===== config.mk =====
export PLATFORM = sky130hd
export DESIGN_NAME = spike_encoder_sched_flat
export DESIGN_NICKNAME = d
export VERILOG_FILES = /design/src/rtl/snn_pkg.sv /design/src/rtl/spike_encoder_sched_if.sv /design/src/rtl/rr_arbiter.sv /design/src/rtl/spike_encoder_sched.sv /design/src/flat_wrapper.sv
export SDC_FILE = /design/constraint.sdc
export NUM_CORES = 1
export LEC_CHECK = 0
export BUFFER_PORTS_ARGS = -buffer_cell sky130_fd_sc_hd__buf_4
export CORE_MARGIN = 3
export CORE_UTILIZATION = 38
export CTS_BUF_LIST = sky130_fd_sc_hd__clkbuf_8
export DETAILED_ROUTE_END_ITERATION = 7
export PLACE_DENSITY = 0.56
export SYNTH_ARGS = -nofsm -noshare
export SYNTH_HDL_FRONTEND = slang
export SYNTH_SLANG_ARGS = --single-unit

===== constraint.sdc =====
create_clock -name clk_i -period 14.62 [get_ports clk_i]
set_clock_uncertainty 0.1 [all_clocks]
set_input_delay 0.731 -clock clk_i [delete_from_list [all_inputs] [get_ports clk_i]]
set_output_delay 0.731 -clock clk_i [all_outputs]
set_load 0.005 [all_outputs]

===== src/rtl/snn_pkg.sv =====
// Shared types and helpers for the spiking-encoder blocks: scheduler state
// encoding, channel-index width and saturating word arithmetic.
package snn_pkg;

    typedef enum logic [1:0] {
        S_IDLE = 2'd0,
        S_CALC = 2'd1,
        S_EMIT = 2'd2,
        S_WB   = 2'd3
    } sched_state_e;

    localparam int SNN_W = 32;
    typedef logic [SNN_W-1:0] snn_word_t;

    // Channel index width; a single channel still needs one index bit.
    function automatic int ch_w(input int n);
        return (n > 1) ? $clog2(n) : 1;
    endfunction

    function automatic snn_word_t sat_add(input snn_word_t a, input snn_word_t b);
        logic [SNN_W:0] s;
        s = {1'b0, a} + {1'b0, b};
        return s[SNN_W] ? '1 : s[SNN_W-1:0];
    endfunction

    function automatic snn_word_t sat_sub(input snn_word_t a, input snn_word_t b);
        return (a < b) ? '0 : a - b;
    endfunction

endpackage


===== src/rtl/spike_encoder_sched_if.sv =====
// Sample-in / config / spike-out bundle of the spike encoder scheduler.
interface spike_encoder_sched_if
    import snn_pkg::*;
#(
    parameter int N_CH   = 4,
    parameter int DATA_W = 32
) ();
    localparam int CH_W = ch_w(N_CH);

    // Handshakes: a sample on channel k transfers in the cycle smp_ready_o[k]
    // is high (valid may drop at any time before that, nothing is remembered);
    // an event transfers when evt_valid_o & evt_ready_i, and evt_* hold steady
    // while evt_valid_o is high and evt_ready_i is low.
    logic [N_CH-1:0]        smp_valid_i;
    logic [N_CH*DATA_W-1:0] smp_data_i;
    logic [N_CH-1:0]        smp_ready_o;
    logic [DATA_W-1:0]      delta_i;
    logic                   cfg_we_i;
    logic [CH_W-1:0]        cfg_ch_i;
    logic [DATA_W-1:0]      cfg_thr_i;
    logic                   evt_valid_o;
    logic                   evt_ready_i;
    logic [CH_W-1:0]        evt_ch_o;
    logic                   evt_pol_o;
    logic                   busy_o;
    sched_state_e           state_o;

    modport master (
        output smp_valid_i, smp_data_i, delta_i, cfg_we_i, cfg_ch_i, cfg_thr_i, evt_ready_i,
        input  smp_ready_o, evt_valid_o, evt_ch_o, evt_pol_o, busy_o, state_o
    );

    modport slave (
        input  smp_valid_i, smp_data_i, delta_i, cfg_we_i, cfg_ch_i, cfg_thr_i, evt_ready_i,
        output smp_ready_o, evt_valid_o, evt_ch_o, evt_pol_o, busy_o, state_o
    );

endinterface


===== src/rtl/rr_arbiter.sv =====
// Round-robin arbiter: first requester at or after ptr, wrapping around.
module rr_arbiter
    import snn_pkg::*;
#(
    parameter  int N  = 4,
    localparam int IW = ch_w(N)
) (
    input  logic [N-1:0]  req,
    input  logic [IW-1:0] ptr,
    output logic [N-1:0]  gnt,
    output logic [IW-1:0] gnt_idx,
    output logic          any
);

    function automatic logic [IW-1:0] wrap_idx(input logic [IW-1:0] p, input int i);
        int k;
        k = int'(p) + i;
        if (k >= N) k = k - N;
        return IW'(k);
    endfunction

    always_comb begin
        logic [IW-1:0] idx;
        gnt     = '0;
        gnt_idx = '0;
        any     = 1'b0;
        idx     = '0;
        for (int i = 0; i < N; i++) begin
            idx = wrap_idx(ptr, i);
            if (!any && req[idx]) begin
                any     = 1'b1;
                gnt_idx = idx;
            end
        end
        if (any) gnt[gnt_idx] = 1'b1;
    end

endmodule


===== src/rtl/spike_encoder_sched.sv =====
// Delta-threshold spike encoder shared round-robin across N_CH channels;
// per-channel upper/lower thresholds adapt after every spike.
module spike_encoder_sched
    import snn_pkg::*;
#(
    parameter int                N_CH        = 4,
    parameter int                DATA_W      = 32,
    parameter logic [DATA_W-1:0] DEFAULT_THR = '0
) (
    input  logic                  clk_i,
    input  logic                  rst_ni,
    spike_encoder_sched_if.slave  bus
);

    localparam int CH_W = ch_w(N_CH);

    sched_state_e      state_q;
    logic [CH_W-1:0]   ptr_q, g_q;
    logic [DATA_W-1:0] smp_q, delta_q, new_u_q, new_l_q;
    logic              wr_q;
    logic              evt_valid_q, evt_pol_q;
    logic [CH_W-1:0]   evt_ch_q;

    logic [DATA_W-1:0] uthr_q [N_CH];
    logic [DATA_W-1:0] lthr_q [N_CH];

    logic [N_CH-1:0]   gnt;
    logic [CH_W-1:0]   gnt_idx;
    logic              gnt_any;
    logic [DATA_W-1:0] smp_sel;

    rr_arbiter #(.N(N_CH)) u_arb (
        .req     (bus.smp_valid_i),
        .ptr     (ptr_q),
        .gnt     (gnt),
        .gnt_idx (gnt_idx),
        .any     (gnt_any)
    );

    always_comb begin
        smp_sel = '0;
        for (int k = 0; k < N_CH; k++) begin
            if (gnt[k]) smp_sel = bus.smp_data_i[k*DATA_W +: DATA_W];
        end
    end

    // Decision datapath; only meaningful while in S_CALC.
    logic [DATA_W-1:0] u_rd, l_rd, calc_add, calc_sub;
    logic [DATA_W:0]   add_full;
    logic              calc_up, calc_dn;

    assign u_rd     = uthr_q[g_q];
    assign l_rd     = lthr_q[g_q];
    assign add_full = {1'b0, u_rd} + {1'b0, delta_q};
    assign calc_add = add_full[DATA_W] ? '1 : add_full[DATA_W-1:0];
    assign calc_sub = (l_rd < delta_q) ? '0 : l_rd - delta_q;
    assign calc_up  = (smp_q >= calc_add);
    assign calc_dn  = !calc_up && (smp_q <= calc_sub);

    always_ff @(posedge clk_i or negedge rst_ni) begin
        if (!rst_ni) begin
            state_q     <= S_IDLE;
            ptr_q       <= '0;
            g_q         <= '0;
            smp_q       <= '0;
            delta_q     <= '0;
            new_u_q     <= '0;
            new_l_q     <= '0;
            wr_q        <= 1'b0;
            evt_valid_q <= 1'b0;
            evt_ch_q    <= '0;
            evt_pol_q   <= 1'b0;
        end else begin
            case (state_q)
                S_IDLE: begin
                    if (gnt_any) begin
                        g_q     <= gnt_idx;
                        smp_q   <= smp_sel;
                        delta_q <= bus.delta_i;
                        ptr_q   <= (gnt_idx == CH_W'(N_CH - 1)) ? '0 : gnt_idx + CH_W'(1);
                        state_q <= S_CALC;
                    end
                end
                S_CALC: begin
                    // Thresholds are captured now so later config writes cannot
                    // change the event already decided.
                    wr_q      <= calc_up | calc_dn;
                    new_u_q   <= calc_up ? calc_add : l_rd;
                    new_l_q   <= calc_up ? u_rd : calc_sub;
                    evt_ch_q  <= g_q;
                    evt_pol_q <= calc_up;
                    if (calc_up || calc_dn) begin
                        evt_valid_q <= 1'b1;
                        state_q     <= S_EMIT;
                    end else begin
                        state_q <= S_WB;
                    end
                end
                S_EMIT: begin
                    if (bus.evt_ready_i) begin
                        evt_valid_q <= 1'b0;
                        state_q     <= S_WB;
                    end
                end
                S_WB:    state_q <= S_IDLE;
                default: state_q <= S_IDLE;
            endcase
        end
    end

    // Config has priority over the write-back to the same channel.
    always_ff @(posedge clk_i or negedge rst_ni) begin
        if (!rst_ni) begin
            for (int k = 0; k < N_CH; k++) begin
                uthr_q[k] <= DEFAULT_THR;
                lthr_q[k] <= DEFAULT_THR;
            end
        end else begin
            for (int k = 0; k < N_CH; k++) begin
                if (bus.cfg_we_i && bus.cfg_ch_i == CH_W'(k)) begin
                    uthr_q[k] <= bus.cfg_thr_i;
                    lthr_q[k] <= bus.cfg_thr_i;
                end else if (state_q == S_WB && wr_q && g_q == CH_W'(k)) begin
                    uthr_q[k] <= new_u_q;
                    lthr_q[k] <= new_l_q;
                end
            end
        end
    end

    assign bus.smp_ready_o = (state_q == S_IDLE) ? gnt : '0;
    assign bus.evt_valid_o = evt_valid_q;
    assign bus.evt_ch_o    = evt_ch_q;
    assign bus.evt_pol_o   = evt_pol_q;
    assign bus.busy_o      = (state_q != S_IDLE);
    assign bus.state_o     = state_q;

endmodule


===== src/flat_wrapper.sv =====
// flat-port wrapper written by rule: the top's interface ports become plain ports
module spike_encoder_sched_flat import snn_pkg::*;
#(
    parameter int                N_CH        = 4,
    parameter int                DATA_W      = 32,
    parameter logic [DATA_W-1:0] DEFAULT_THR = '0
)
  (clk_i, rst_ni, bus_smp_valid_i, bus_smp_data_i, bus_delta_i, bus_cfg_we_i, bus_cfg_ch_i, bus_cfg_thr_i, bus_evt_ready_i, bus_smp_ready_o, bus_evt_valid_o, bus_evt_ch_o, bus_evt_pol_o, bus_busy_o, bus_state_o);
  spike_encoder_sched_if #(.N_CH(N_CH), .DATA_W(DATA_W)) bus_i ();
  input  logic clk_i;
  input  logic rst_ni;
  input wire logic [$bits(bus_i.smp_valid_i)-1:0] bus_smp_valid_i;
  input wire logic [$bits(bus_i.smp_data_i)-1:0] bus_smp_data_i;
  input wire logic [$bits(bus_i.delta_i)-1:0] bus_delta_i;
  input wire logic [$bits(bus_i.cfg_we_i)-1:0] bus_cfg_we_i;
  input wire logic [$bits(bus_i.cfg_ch_i)-1:0] bus_cfg_ch_i;
  input wire logic [$bits(bus_i.cfg_thr_i)-1:0] bus_cfg_thr_i;
  input wire logic [$bits(bus_i.evt_ready_i)-1:0] bus_evt_ready_i;
  output wire logic [$bits(bus_i.smp_ready_o)-1:0] bus_smp_ready_o;
  output wire logic [$bits(bus_i.evt_valid_o)-1:0] bus_evt_valid_o;
  output wire logic [$bits(bus_i.evt_ch_o)-1:0] bus_evt_ch_o;
  output wire logic [$bits(bus_i.evt_pol_o)-1:0] bus_evt_pol_o;
  output wire logic [$bits(bus_i.busy_o)-1:0] bus_busy_o;
  output wire logic [$bits(bus_i.state_o)-1:0] bus_state_o;
  assign bus_i.smp_valid_i = bus_smp_valid_i;
  assign bus_i.smp_data_i = bus_smp_data_i;
  assign bus_i.delta_i = bus_delta_i;
  assign bus_i.cfg_we_i = bus_cfg_we_i;
  assign bus_i.cfg_ch_i = bus_cfg_ch_i;
  assign bus_i.cfg_thr_i = bus_cfg_thr_i;
  assign bus_i.evt_ready_i = bus_evt_ready_i;
  assign bus_smp_ready_o = bus_i.smp_ready_o;
  assign bus_evt_valid_o = bus_i.evt_valid_o;
  assign bus_evt_ch_o = bus_i.evt_ch_o;
  assign bus_evt_pol_o = bus_i.evt_pol_o;
  assign bus_busy_o = bus_i.busy_o;
  assign bus_state_o = bus_i.state_o;
  spike_encoder_sched #(.N_CH(N_CH), .DATA_W(DATA_W), .DEFAULT_THR(DEFAULT_THR)) u_core (.clk_i(clk_i), .rst_ni(rst_ni), .bus(bus_i));
endmodule

# ---- After elaboration in Yosys (flattened, before gate mapping)
# Cells that the tools add are included.
dict set report classes {
  add_sub_neg 10
  mul 0
  div_mod_pow 0
  order_cmp 14
  eq_ne 13
  n_shift 0
  n_mux 62
  n_bitwise 2
  n_reduce_logical 31
}
# op count
set op_table {}
lappend op_table {{2-to-1 mux 32 bit} 28}
lappend op_table {{binary-select mux 32 bit (select 2 bit)} 2}
lappend op_table {{adder 32 x 32 -> 33 bit} 1}
lappend op_table {{>= comparator 32 bit} 1}
lappend op_table {{<= comparator 32 bit} 1}
lappend op_table {{less-than comparator 32 bit} 1}
lappend op_table {{subtractor 32 bit} 1}
lappend op_table {{2-to-1 mux 2 bit} 11}
lappend op_table {{less-than comparator 2 x 3 -> 1 bit (second input constant)} 5}
lappend op_table {{equality test 2 bit (second input constant)} 7}
lappend op_table {{logical AND 1 bit} 14}
lappend op_table {{>= comparator 3 bit (second input constant)} 4}
lappend op_table {{2-to-1 mux 1 bit} 12}
lappend op_table {{nonzero test 2 bit} 6}
lappend op_table {{binary-select mux 1 bit (select 2 bit)} 4}
lappend op_table {{2-to-1 mux 4 bit} 2}
lappend op_table {{one-hot mux 2 bit (4 select lines)} 1}
lappend op_table {{subtractor 2 x 1 -> 2 bit (second input constant)} 4}
lappend op_table {{adder 2 x 2 -> 3 bit (second input constant)} 2}
lappend op_table {{equality test 2 x 1 -> 1 bit (second input constant)} 3}
lappend op_table {{logical NOT 2 bit} 3}
lappend op_table {{logical NOT 1 bit} 4}
lappend op_table {{!= test 2 x 1 -> 1 bit (second input constant)} 2}
lappend op_table {{AND reduction 2 bit} 2}
lappend op_table {{11 further kinds} 11}
dict set report totals {
  register_bits 395
  latch_bits 0
  ramBits 0
  rom_bits 0
  in_bits 202
  out_inout_bits 11
  word_cells 151
  memories 0
}

# ---- Logic depth before layout (Yosys ltp)
dict set report depth {
  depth_word 23
  ltp_mapped 27
  mapped_depth_nobuf 24
}

# ---- By module
# A second synthesis with hierarchy kept.
dict set report hier_totals {
  cells_unflattened 2835
  area_unflattened_um2 24938.9
}
# module n_inst cells_each area_per_inst_um2 seq_area_each_um2
set modules_own_cells {}
lappend modules_own_cells {spike_encoder_sched 1 2802 24727.5 9884.5}
lappend modules_own_cells {rr_arbiter 1 33 211.5 0.0}

# ---- Worst setup path after synthesis
# No wires, ideal clock.
dict set report synth_timing {
  path_kind {register to register}
  start {reg u_core.g_q[0]}
  end {reg u_core.new_l_q[10]}
  setup_time_ps 137
  arrival_ps 5939
  required_time_ps 14383
  slack_ps 8444
  stages_incl_launch_ff 28
  path_buffers 8
  synth_period_minus_slack_ps 6176
  cell_sequence {dfrtp_1 clkbuf_1 clkbuf_1 buf_2 mux4_2 ha_1 clkbuf_1 nand4_1 nor2_1 nand2_1 o211ai_1 a311o_1 o22a_1 clkbuf_1 clkbuf_1 nor2_1 ha_1 a21oi_1 o21ai_0 a41oi_1 a211o_1 a31oi_1 o311a_2 clkbuf_1 buf_1 nor2_1 a21oi_1 a21oi_1}
}
dict set report synth_between {
  elab_chain_len 8
  word_cells_on_any_way 14
  cone_classes {2 x add/sub; 2 x order compare; 9 x mux; 1 x bitwise}
}
# item line
set synth_rtl {}
lappend synth_rtl {{start: declaration} spike_encoder_sched.sv:18} ;# logic [CH_W-1:0] ptr_q, g_q;
lappend synth_rtl {{start signal: assignment} spike_encoder_sched.sv:77} ;# g_q <= gnt_idx;
lappend synth_rtl {{NOT 2 -> 3 bit (implied by the code) (*)} {spike_encoder_sched.sv:52, spike_encoder_sched.sv:53}}
lappend synth_rtl {{binary-select mux 32 bit (select 2 bit)} spike_encoder_sched.sv:52} ;# assign u_rd = uthr_q[g_q];
lappend synth_rtl {{2-to-1 mux 32 bit (implied by the code) (2 in a row)} spike_encoder_sched.sv:52}
lappend synth_rtl {{adder 32 x 32 -> 33 bit} spike_encoder_sched.sv:54} ;# assign add_full = {1'b0, u_rd} + {1'b0, delta_q};
lappend synth_rtl {{2-to-1 mux 32 bit} spike_encoder_sched.sv:55} ;# assign calc_add = add_full[DATA_W] ? '1 : add_full[DATA_W-1:0];
lappend synth_rtl {{>= comparator 32 bit} spike_encoder_sched.sv:57} ;# assign calc_up = (smp_q >= calc_add);
lappend synth_rtl {{2-to-1 mux 32 bit (*)} spike_encoder_sched.sv:89} ;# new_l_q <= calc_up ? u_rd : calc_sub;
lappend synth_rtl {{end signal: assignment} spike_encoder_sched.sv:89}
lappend synth_rtl {{end: declaration} spike_encoder_sched.sv:19} ;# logic [DATA_W-1:0] smp_q, delta_q, new_u_q, new_l_q;
# Every way passes the cells marked *; elsewhere a longest branch is shown, timed or not. The select of a mux whose other input is x is not followed.
# A chain may end at the register's enable or synchronous reset.

# ---- Worst setup path in the final report
dict set report layout_timing {
  start {reg u_core.g_q[0]}
  end {reg u_core.new_u_q[31]}
}
dict set report layout_between {
  elab_chain_len 8
  word_cells_on_any_way 11
  cone_classes {1 x add/sub; 1 x order compare; 8 x mux; 1 x bitwise}
}
# item line
set layout_rtl {}
lappend layout_rtl {{NOT 2 -> 3 bit (implied by the code) (*)} {spike_encoder_sched.sv:52, spike_encoder_sched.sv:53}}
lappend layout_rtl {{binary-select mux 32 bit (select 2 bit)} spike_encoder_sched.sv:52}
lappend layout_rtl {{2-to-1 mux 32 bit (implied by the code) (2 in a row)} spike_encoder_sched.sv:52}
lappend layout_rtl {{adder 32 x 32 -> 33 bit} spike_encoder_sched.sv:54}
lappend layout_rtl {{2-to-1 mux 32 bit} spike_encoder_sched.sv:55}
lappend layout_rtl {{>= comparator 32 bit} spike_encoder_sched.sv:57}
lappend layout_rtl {{2-to-1 mux 32 bit (*)} spike_encoder_sched.sv:88} ;# new_u_q <= calc_up ? calc_add : l_rd;
lappend layout_rtl {{end signal: assignment} spike_encoder_sched.sv:88}
lappend layout_rtl {{end: declaration} spike_encoder_sched.sv:19}
# Marks and branches as above.

==> results.md <==
- Count leader, synth: a21oi_1
- Gr usage total: 25.53%
- CTS Buf Count: 73
- R2R cell count: 20
- Clk sink count: 395
- CTS tree: yes
- # Post-CTS Setup Buffers: 0
- Synth Area per Inst: 8.767 um^2
- Nets@finish: between 3000 and 4000
- Status: complete, but fails checks
- Post-synth net total: between 3000 and 4000
- Setup TNS: 0 ps
- Vias in the first global route: 21670
- Top_reg_cell synth: dfrtp_1
- Post-synthesis sequential area ratio: roughly two fifths
- GP Congestion: between 0.9 and 1
- Setup slack after placement: 6581 ps
- # IOs: around 210
- Global route overflow: 0
- Residual DRC count: 4
- Longest Clk Path Bufs: 3
- First-pass GRT wire length: 132100 um
- Share of the synthesized area in the top cell type: between 40% and 50%
- Top cells by count, synth: a21oi_1 (606), dfrtp_1 (395), nor2_1 (372)
- WL final: 88100 um
- # resized after CTS: 0
- Die area: 0.06778 mm^2
- Worst setup SP type: register
- CP Data Required Time: roughly 15000 ps
- Distinct cells, synth: 79
- Top cells by area, synth: dfrtp_1 (40%), a21oi_1 (12%), ha_1 (7.0%), mux4_2 (5.8%), nor2_1 (5.7%)
- Finish-stage setup viols: 0
- Port bufs: ~210
- WS Path Type: register to register
- Cells after Synth: 2804
- Final worst slack: 6709 ps
- Starting Density: 38.69%
- Cell Area, Synth: 0.02458 mm^2
- Ys Warns: 0
- Via count: roughly 22000
- Die Y: roughly 260 um
- Antenna violations before repair: 3
- Crit-path max cell delay: 980 ps
- Area grow syn2layout: 15.01%
- Utilization after layout: 44.49%
- H-Tree Depth: 3
- DP HPWL: around 61000 um
- Hold_ws: approximately 80 ps
- FFs w/ async S/R, synth: 100.0%
- Via/cell ratio: 5.784
- Skew-Pair Late Insertion Delay: 660 ps
- Period minus WS final: 7911 ps
- Synth Register Bits: roughly 400
- Fillers: 6261
- First-pass iteration count of the detailed router: 8
- Slew @ Worst Pin: 1104 ps
- Final Hold Viols: 0
- Fmax: 126.4 MHz
- Crit-path cells: buf_4 -> mux4_2 -> ha_1 -> nand4_1 -> nor2_1 -> nand2_1 -> o211ai_1 -> a311o_1 -> o22a_1 -> nor2_1 -> ha_1 -> nand2_1 -> o21ai_0 -> a41oi_1 -> a211o_1 -> a31oi_1 -> o311a_4 -> buf_4 -> nand2_1 -> o221ai_1
- RSZ-0062 raised after global routing: false
- Cell taking the most area after synthesis: dfrtp_1
- Hold buffer count at CTS: 0
- Setup crit end kind: register
- Hold WC Path Type: primary input to async pin
- Number of synthesized flops with an enable pin: 0
- Reg2reg start: u_core.g_q[0]
- Buffer and inverter count on the worst path: 2
- Largest net degree at the start of global routing: 159
- Reg clk slew, reported paths: ~60 ps
- Max cap viols: 0
- Core Region: 0.06354 mm^2
- Max-slew headroom: 26.37%
- CTS root buffer: clkbuf_8
- Wire per inst: 23.04 um
- Row cnt: between 90 and 100
- Initial DRC count: ~2000
- R2R Setup Slk: 6710 ps
- Failing checks: DRC
- Most used cell, CP: nand2_1
- CP Max Fanout: 94
- Flip-flop and latch area: 0.009889 mm^2
- Die Width: 260.3 um
- Final ANT Viol Nets: 0
- Final Max Slew Viols: 0
- Reg2reg end: u_core.new_u_q[31]
- Tcrit/Tclk final: 54.11%
- Multi-input logic area: 0.01374 mm^2
- Critical path's slowest cell: dfrtp_4
- Critical path's top delay family: compound AO/OA/AOI/OAI gates
- CP Data Arrival Time: 8370 ps
- WP depth: 20
- Layout cell share with drive strength beyond 1: 16.50%
==> worst max path at each step <==
stage / from / slack (ps) / to
finish: u_core.g_q[0] / 6710 / u_core.new_u_q[31]
floorplan: u_core.g_q[0] / 8440 / u_core.new_l_q[10]
global placement: u_core.g_q[0] / 6700 / u_core.new_u_q[28]
global route: u_core.g_q[0] / 6110 / u_core.new_u_q[20]
detailed placement: u_core.g_q[0] / 6580 / u_core.new_u_q[21]
CTS: u_core.g_q[0] / 6610 / u_core.new_u_q[21]
==> per-layer routing <==
metal  share of wire (%)  up-vias  global-route usage [%]
li1                    -    10300                       -
met1                  46    10800                   36.55
met2                  44      893                   39.56
met3                 7.9      128                   4.512
met4                 2.3        2                   7.526
met5               0.023        -                       0
==> registers in the layout, indices dropped and copies added (netlist names), 2 cells and up <==
register             count
u_core.new_u_q          32
u_core.smp_q            32
u_core.g_q               2
u_core.lthr_q          128
u_core.ptr_q             2
u_core.new_l_q          32
u_core.uthr_q          128
u_core.bus.evt_ch_o      2
u_core.bus.state_o       2
u_core.delta_q          32
==> through the flow <==
| step | cell area (um^2) | instances |
|---|---|---|
| floorplan | 24580 | 2804 |
| global placement | 26810 | 3699 |
| detailed placement | 26810 | 3699 |
| CTS | 28270 | 3822 |
| global route | 28270 | 3823 |
| finish | 28270 | 3824 |
==> cells by family after synthesis <==
family	count (synthesis)	share of synthesized area, %
buffers and inverters	267	4.331
flip-flops	395	40.21
adder cells (fa/ha/maj)	139	7.136
AND/OR/NAND/NOR	875	16.09
AO/OA/AOI/OAI	973	22.73
multiplexers	102	7.614
XOR/XNOR	53	1.888
==> area by class of cell <==
cell class                      instances  share of cell area, %
Sequential cell                       395                  34.98
Antenna cell                            2                0.01770
Clock inverter                         33                 0.7568
Clock buffer                           90                  4.381
Inverter                               70                 0.9294
Timing Repair Buffer                  246                  6.603
Multi-Input combinational cell       2142                  48.59
Tap cell                              846                  3.744
==> layout by cell type (no fill, tap or decap), types with 4 or more instances in the layout <==
cell type,instances
o21a_1,6
nor2_1,369
dfrtp_1,393
or2_2,7
a222oi_1,32
o21ai_1,8
and2_1,130
nand2_1,210
mux4_2,63
a211oi_1,7
o21bai_1,16
o221ai_1,7
nand3_1,35
a21oi_1,606
nand4_1,19
and4_1,4
o31ai_1,4
nor3_1,44
a21o_1,50
xnor2_1,37
nor2b_1,11
o21ai_0,145
nand3b_1,4
buf_4,244
xor2_1,16
and3_1,7
nand2b_1,9
o211ai_1,8
a31oi_1,37
clkbuf_8,90
ha_1,135
inv_1,93
mux2_2,37
Power is left out: the tool's default activity adds up to more than one toggle a clock period on the data nets, which glitch-free logic cannot reach.
